### config.mk
export PLATFORM = sky130hd
export DESIGN_NAME = data_mem_resp
export DESIGN_NICKNAME = d
export VERILOG_FILES = /design/src/rtl/data_mem_resp.sv
export SDC_FILE = /design/constraint.sdc
export NUM_CORES = 2
export LEC_CHECK = 0
export CORE_MARGIN = 1
export CORE_UTILIZATION = 51
export DETAILED_ROUTE_END_ITERATION = 8
export PLACE_DENSITY = 0.78
export SYNTH_ARGS = -nofsm -noshare
export SYNTH_HDL_FRONTEND = slang
export SYNTH_SLANG_ARGS = --single-unit
export TNS_END_PERCENT = 30
### constraint.sdc
create_clock -name clk -period 3.9 [get_ports clk]
set_input_delay 0.39 -clock clk [delete_from_list [all_inputs] [get_ports clk]]
set_output_delay 0.39 -clock clk [all_outputs]
set_load 0.02 [all_outputs]
### src/rtl/data_mem_resp.sv
// Request/acknowledge data memory: fixed three-cycle IDLE->ACCESS->ACK handshake, registered read data.
// Optional build macro DMEM_CLEAR_EN adds a post-reset CLEAR sweep that zeroes every word.
module data_mem_resp #(
  parameter int DATA_W = 8,
  parameter int ADDR_W = 8,
  parameter int DEPTH  = 256
) (
  input  logic              clk,
  input  logic              rst_n,
  input  logic              req,
  input  logic              we,
  input  logic [ADDR_W-1:0] addr,
  input  logic [DATA_W-1:0] wdata,
  output logic [DATA_W-1:0] rdata,
  output logic              ack,
  output logic              busy,
  output logic              err
);

  localparam int IDX_W = (DEPTH > 1) ? $clog2(DEPTH) : 1;
  localparam logic [ADDR_W:0] DEPTH_L = (ADDR_W+1)'(DEPTH);

`ifdef DMEM_CLEAR_EN
  typedef enum logic [1:0] {IDLE, ACCESS, ACK, CLEAR} state_t;
  localparam state_t RST_STATE = CLEAR;
  localparam logic [IDX_W-1:0] CLR_LAST = IDX_W'(DEPTH - 1);
  logic [IDX_W-1:0] clr_cnt_reg;
`else
  typedef enum logic [1:0] {IDLE, ACCESS, ACK} state_t;
  localparam state_t RST_STATE = IDLE;
`endif

  state_t              state_reg, state_next;
  logic [ADDR_W-1:0]   addr_q;
  logic                we_q;
  logic [DATA_W-1:0]   wdata_q;
  logic [DATA_W-1:0]   rdata_reg;
  logic                ack_reg;
  logic                err_reg;
  logic                in_range;
  logic                mem_we;
  logic [IDX_W-1:0]    mem_waddr;
  logic [DATA_W-1:0]   mem_wdata;

  logic [DATA_W-1:0]   mem [DEPTH];

  assign in_range = ({1'b0, addr_q} < DEPTH_L);
  assign rdata    = rdata_reg;
  assign ack      = ack_reg;
  assign err      = err_reg;
  assign busy     = (state_reg != IDLE);

  always_comb begin
    state_next = state_reg;
    mem_we     = 1'b0;
    mem_waddr  = addr_q[IDX_W-1:0];
    mem_wdata  = wdata_q;
    case (state_reg)
      IDLE:   if (req) state_next = ACCESS;
      ACCESS: begin
        state_next = ACK;
        mem_we     = we_q && in_range;
      end
      ACK:    state_next = IDLE;
`ifdef DMEM_CLEAR_EN
      CLEAR: begin
        mem_we    = 1'b1;
        mem_waddr = clr_cnt_reg;
        mem_wdata = '0;
        if (clr_cnt_reg == CLR_LAST) state_next = IDLE;
      end
`endif
      default: state_next = IDLE;
    endcase
  end

  // Reset pulls state out of ACCESS asynchronously, which is what aborts a pending write.
  always_ff @(posedge clk or negedge rst_n) begin
    if (!rst_n) begin
      state_reg <= RST_STATE;
      addr_q    <= '0;
      we_q      <= 1'b0;
      wdata_q   <= '0;
      rdata_reg <= '0;
      ack_reg   <= 1'b0;
      err_reg   <= 1'b0;
    end else begin
      state_reg <= state_next;
      ack_reg   <= (state_reg == ACCESS);
      err_reg   <= (state_reg == ACCESS) && !in_range;
      if (state_reg == IDLE && req) begin
        addr_q  <= addr;
        we_q    <= we;
        wdata_q <= wdata;
      end
      if (state_reg == ACCESS && !we_q)
        rdata_reg <= in_range ? mem[addr_q[IDX_W-1:0]] : '0;
    end
  end

`ifdef DMEM_CLEAR_EN
  always_ff @(posedge clk or negedge rst_n) begin
    if (!rst_n)
      clr_cnt_reg <= '0;
    else if (state_reg == CLEAR)
      clr_cnt_reg <= clr_cnt_reg + 1'b1;
  end
`endif

  // Storage array kept free of reset so it maps onto block RAM.
  always_ff @(posedge clk) begin
    if (mem_we) mem[mem_waddr] <= mem_wdata;
  end

endmodule

=== After elaboration in Yosys (flattened, before gate mapping) ===
Memories as Yosys holds them, arrays and structs flattened. A register that Yosys moved wholly into a read port is not among the register bits.
Index checks and enable logic that the tools add are counted.

* Output and inout port bits: 11
* Input port bits: 20
* Memory bits (writable): 2048
* Memories kept: 1
* Register bits after elaboration: 20

{| class="wikitable"
|+ Memories
! memory !! words !! bits a word !! rd ports !! clocked after Yosys merged registers in !! write ports !! line !! source
|-
| mem || 256 || 8 || 1 || 1 || 1 || 45 || <nowiki>logic [DATA_W-1:0] mem [DEPTH];</nowiki>
|}

* Equal/unequal tests: 2
* Multiplexer cells: 5
* Reduce and logical (&&, ||, !) cells: 6

{| class="wikitable"
|+ Operator list
! kind !! number
|-
| 2-bit one-hot mux with 2 select lines || 1
|-
| 1-bit two-way mux || 3
|-
| 2-bit by 1-bit == test with 1-bit output, second input constant || 1
|-
| 1-bit logical AND || 2
|-
| 1-bit zero test || 2
|-
| 2-bit zero test || 1
|-
| 2-bit two-way mux || 1
|-
| 2-bit != test, second input constant || 1
|-
| 2-bit nonzero test || 1
|}

=== Logic depth before layout (Yosys ltp) ===
* Depth in word-level cells: 4
* Mapped depth: 13
* Depth with buffers taken out: 7

=== Worst setup path after synthesis ===
No wires, ideal clock.

* Path kind: reg-to-reg
* From: reg wdata_q[0], in the netlist mem_wdata[0]
* To: mem mem[0][0] (data pin)
* Arrival: 3.181 ns
* Path slack: -0.084 ns
* Stages on the path, launching flop included: 1
* Data required time: 3.097 ns
* Buffers on the path: 0
* Cells stage by stage: dfrtp_1

{| class="wikitable"
|+ RTL lines
! element !! line !! source
|-
| start: declaration || 36 || <nowiki>logic [DATA_W-1:0] wdata_q;</nowiki>
|-
| start signal: assignment || 94 || <nowiki>wdata_q <= wdata;</nowiki>
|-
| end: declaration || 45 ||
|}

No word-level cell before the write port.

==> results.md <==
Route:
- The number of DRC violations after detailed routing is 0.
- The count of antenna-violating nets left after detailed routing is 0.
- In the final routing, the length of wire on met1 measures 73.03 mm.
- The final routed wire length divided by cell count is 32.89 um.
- Detailed routing placed a total of 27.49 mm of wire on met3.
- The initial detailed-routing violation count is 7117.
- The final wirelength is 211.2 mm.
- The number of optimization iterations in the first detailed-route pass is 6.
- The number of vias per cell is 6.614.
- The highest metal layer used by the detailed router is met5.
- In the detailed route, the total length drawn on met2 is 99.02 mm.
- The detailed-route via count is 42460.

Global routing:
- The first global-routing pass estimated 302.5 mm of wire.
- For this run the aggregate overflow at the end of global routing stands at 0.
- The number of global-route vias before repair was 42340.
- The initial antenna violation count came to 9.
- The global routing usage summed across all routing layers is 26.73%.
- The pin count of the biggest net entering global routing is 147.

Worst hold path:
- The depth of the worst hold-timing path is 2.
- The path class of the tightest hold or removal check is input port to register.
- The worst hold path begins at wdata[5].

Synthesis:
- The synthesized design devotes to its leading area cell type 76.26% of total area.
- Counting flops with an async set or reset pin after synthesis yields a share of 1.349%.
- The synthesized netlist devotes 0% of its cell area to adder and majority cells.
- The synthesized netlist devotes 0% of its cell area to XOR and XNOR gates.
- Ranked by total cell area, the synthesized netlist is headed by sky130_fd_sc_hd__edfxtp_1, sky130_fd_sc_hd__mux4_2, sky130_fd_sc_hd__mux2i_1.
- During synthesis, Yosys emitted a total of 0 warnings.
- The mapped netlist covers 80640 um2.
- The count of mapped cells out of synthesis is 3817.
- Synthesis produced a netlist with a net count of 3837.
- After Yosys synthesis, and, or, nand and nor cells account for 2.946% of the synthesized area.
- Summing the areas of all compound-gate instances in the mapped netlist gives 2.365% of the synthesized area.
- The largest area contributor in the synthesized netlist is sky130_fd_sc_hd__edfxtp_1.
- The post-synthesis cell type count is 57.
- Summing the sequential cell areas from Yosys gives 77.13% of the chip area.
- The number of enable flip-flop cells after synthesis is 2048.
- Synthesis inferred 2076 register bits.
- Multiplexer cells account for 15.93% of the synthesized area.
- In the synthesized netlist the dominant register cell turns out to be sky130_fd_sc_hd__edfxtp_1.
- The main combinational cell family by area after synthesis is multiplexers.
- The mean instance size in the synthesized netlist is 21.13 um2.

Finish:
- The flip-flop count of the largest register, all copies and words added is 2048.
- The number of standard cells in the layout, taps in and fillers out is 6420.
- Compared with the post-synthesis result, the final layout area differs by 14.26%.
- For this run, the post-layout net count is 4217.
- Leaving out fill and tap cells, the most frequent cell in the layout is sky130_fd_sc_hd__edfxtp_1.
- The fraction of final layout cells with drive strength greater than 1 is 27.47%.
- The register name with the most flops is mem.
- With fillers left out, the area of the finished cells amounts to 92140 um2.
- The top cell types in the final layout, fill and taps aside, are sky130_fd_sc_hd__edfxtp_1, sky130_fd_sc_hd__mux4_2, sky130_fd_sc_hd__buf_4.

Timing:
- The worst path meets setup with 0.09589 ns of slack.
- The time the final worst path needs with I/O delays and setup is 3.804 ns.
- Setup violations remaining at the end of the flow were counted as 0.
- For this run, the top clock speed supported by timing is 262.9 MHz.
- After layout, the worst path uses 97.54% of the clock period.
- The largest clock skew in the final design is 0.04846 ns.
- The count of final hold-check violations is 0.
- At the pin with the least slew margin, the transition time is 1.184 ns.
- The worst hold slack across all endpoints is 0.1814 ns.
- Setup repair after global routing left no endpoint under its margin.
- The relative max-transition margin is 20.50%.
- The count of final max-slew check failures was 0.

Worst setup path:
- At the worst endpoint, the required time is 4.66 ns.
- Data arrives at the worst endpoint at 4.57 ns.
- The reg-to-reg startpoint is addr_q[0].
- Setup slack on the worst reg-to-reg path comes out at 0.1 ns.
- The number of cells on the worst reg-to-reg path is 9.
- The category of the critical setup timing path is register to register.
- Along the worst path, the maximum fanout reaches 39.
- In this run the worst setup path begins at addr_q[0].
- STA classifies the critical path startpoint as a register.
- The worst setup path is captured at a register.

Power and ir drop:
- IR analysis of the VDD net gives a maximum drop of 432.9 uV.
- After layout, the design draws a total of 56.82 mW.
- The share of total power in combinational logic is 19.0%.
- The analysis attributes to net switching a power of 15.91 mW.
- The fraction of power consumed by the clock network is 33.5%.
- In this run, flip-flops and latches consume 47.5% of the power.
- The internal power consumption is 40.91 mW.
- The static leakage power is 29.31 nW.
- The power density over the cells is 616.7 nW/um2.
- Net switching is 28.00% of the power.

Place:
- The count of buffers added on input and output ports is 29.
- The area after detailed placement is 85720 um2.
- The detailed placement HPWL is 128.1 mm.
- Timing analysis after detailed placement gives a worst setup slack of 0.03677 ns.
- The weighted congestion reported at the end of routability-driven placement is 0.9446.
- In this run, placement finished with an instance count of 6058.

CTS:
- The total CTS buffers is 194.
- CTS built an H-tree with a depth of 4.
- After clock tree synthesis, the clock-pin slew on the worst setup and hold paths is 0.06 ns.
- The deepest clock path buffer count is 3.
- The worst-skew pair later-pin latency is 0.84 ns.
- The TritonCTS clock tree is done.
- The total clock sinks is 2076.
- In this run the clock root is driven by a sky130_fd_sc_hd__clkbuf_16.
- The count of buffers added by post-CTS timing repair for setup is 0.

Die:
- The core box area is 156600 um2.
- The starting density of the core is 51.50%.
- The x dimension of the die is 399.6 um.
- The die height is 399.6 um.
- The floorplan has 145 rows.
- The floorplan step defined a die boundary enclosing 159700 um2.
- In this run the count of I/O pins placed on the die edge is 31.

Flow run:
- The total of max-cap violations is 0.

Run status:
- The flow ran to the end, and the final reports show no timing, DRC or antenna violations.
## critical path, cell delays in order, from the launching register on
cell and delay [ns]:
sky130_fd_sc_hd__dfrtp_4 0.73, sky130_fd_sc_hd__buf_12 0.31, sky130_fd_sc_hd__and2_1 0.20, sky130_fd_sc_hd__buf_4 0.25, sky130_fd_sc_hd__a221oi_1 0.44, sky130_fd_sc_hd__o21ai_0 0.25, sky130_fd_sc_hd__nand3_1 0.14, sky130_fd_sc_hd__a21oi_1 0.10
sky130_fd_sc_hd__a311oi_1 0.97, sky130_fd_sc_hd__o32a_1 0.30
## power by group through the flow
stage | Combinational (mW) | Sequential, mW | Clock [mW]
3_3_place_gp | 10.3 | 27.4 | 0
4_1_cts | 10.6 | 27.0 | 19.1
3_5_place_dp | 10.5 | 27.4 | 0
6_report | 10.8 | 27.0 | 19.0
5_1_grt | 11.1 | 27.0 | 19.9
2_1_floorplan | 5.87 | 27.7 | 0
## timing repair
item	in CTS	in global routing
hold buffers	1	0
setup endpoints to repair	1	0
resized for setup	1	0
hold endpoints to repair	28	0
## through the flow
| stage | util (%) | TNS [ns] |
|---|---|---|
| 6_report | 58.85 | 0 |
| 5_1_grt | 58.84 | 0 |
| 4_1_cts | 58.84 | 0 |
| 3_5_place_dp | 54.75 | 0 |
| 3_3_place_gp | 54.75 | -0.004441 |
| 2_1_floorplan | - | 0 |
## routing by layer
metal  global-route usage, %  vias up
li1                        -    16620
met1                   35.83    21880
met2                   40.90     3315
met3                   7.143      642
met4                   12.75       12
met5                  0.7264        -
## synth_stat cells (4+ instances only)
| library cell | number |
|---|---|
| sky130_fd_sc_hd__edfxtp_1 | 2048 |
| sky130_fd_sc_hd__mux4_2 | 472 |
| sky130_fd_sc_hd__nor2_1 | 278 |
| sky130_fd_sc_hd__mux2i_1 | 185 |
| sky130_fd_sc_hd__nand2_1 | 97 |
| sky130_fd_sc_hd__clkbuf_1 | 82 |
| sky130_fd_sc_hd__buf_2 | 76 |
| sky130_fd_sc_hd__o22ai_1 | 74 |
| sky130_fd_sc_hd__buf_4 | 62 |
| sky130_fd_sc_hd__a22oi_1 | 46 |
| sky130_fd_sc_hd__nor3_1 | 44 |
| sky130_fd_sc_hd__mux2_2 | 32 |
| sky130_fd_sc_hd__nand3_1 | 31 |
| sky130_fd_sc_hd__dfrtp_1 | 28 |
| sky130_fd_sc_hd__a21oi_1 | 23 |
| sky130_fd_sc_hd__nor2b_1 | 23 |
| sky130_fd_sc_hd__o21ai_0 | 23 |
| sky130_fd_sc_hd__nand2b_1 | 14 |
| sky130_fd_sc_hd__o22a_1 | 13 |
| sky130_fd_sc_hd__o221ai_1 | 12 |
| sky130_fd_sc_hd__a31oi_1 | 11 |
| sky130_fd_sc_hd__a32oi_1 | 11 |
| sky130_fd_sc_hd__a211oi_1 | 10 |
| sky130_fd_sc_hd__a22o_1 | 9 |
| sky130_fd_sc_hd__nand4_1 | 9 |
| sky130_fd_sc_hd__a311oi_1 | 8 |
| sky130_fd_sc_hd__nor4_1 | 8 |
| sky130_fd_sc_hd__buf_6 | 7 |
| sky130_fd_sc_hd__nand3b_1 | 7 |
| sky130_fd_sc_hd__or2_2 | 7 |
| sky130_fd_sc_hd__a2111oi_0 | 6 |
| sky130_fd_sc_hd__and2_1 | 6 |
| sky130_fd_sc_hd__buf_1 | 6 |
| sky130_fd_sc_hd__o21ai_1 | 5 |
| sky130_fd_sc_hd__or3_1 | 5 |
| sky130_fd_sc_hd__a221oi_1 | 4 |
| sky130_fd_sc_hd__nor3b_1 | 4 |
| sky130_fd_sc_hd__o32a_1 | 4 |
## cell families (layout without fill, tap and decap cells)
family,after synthesis,after routing
mux,689,689
flops,2076,2076
other cells,1,5
simple gates,541,541
compound gates,271,271
buf+inv,239,780
## worst paths after layout
check,end
worst min-delay path,mem_wdata[5]
worst min register to register,state_reg[1]
max in group asynchronous,addr_q[3]
worst max register to register,rdata[3]
worst max-delay path,rdata[3]
min in group asynchronous,mem_wdata[0]
## layout make-up
class / count / area (um2)
multi-input combinational: 1502 / 17170
sequential: 2076 / 62250
timing repair buffer: 420 / 3736
inverter: 3 / 12.51
clock inverter: 110 / 1318
clock buffer: 247 / 5074
antenna: 4 / 10.01
fill: 10430 / 64430
tap: 2058 / 2575
Note: power is estimated with default switching activity, not from simulation.
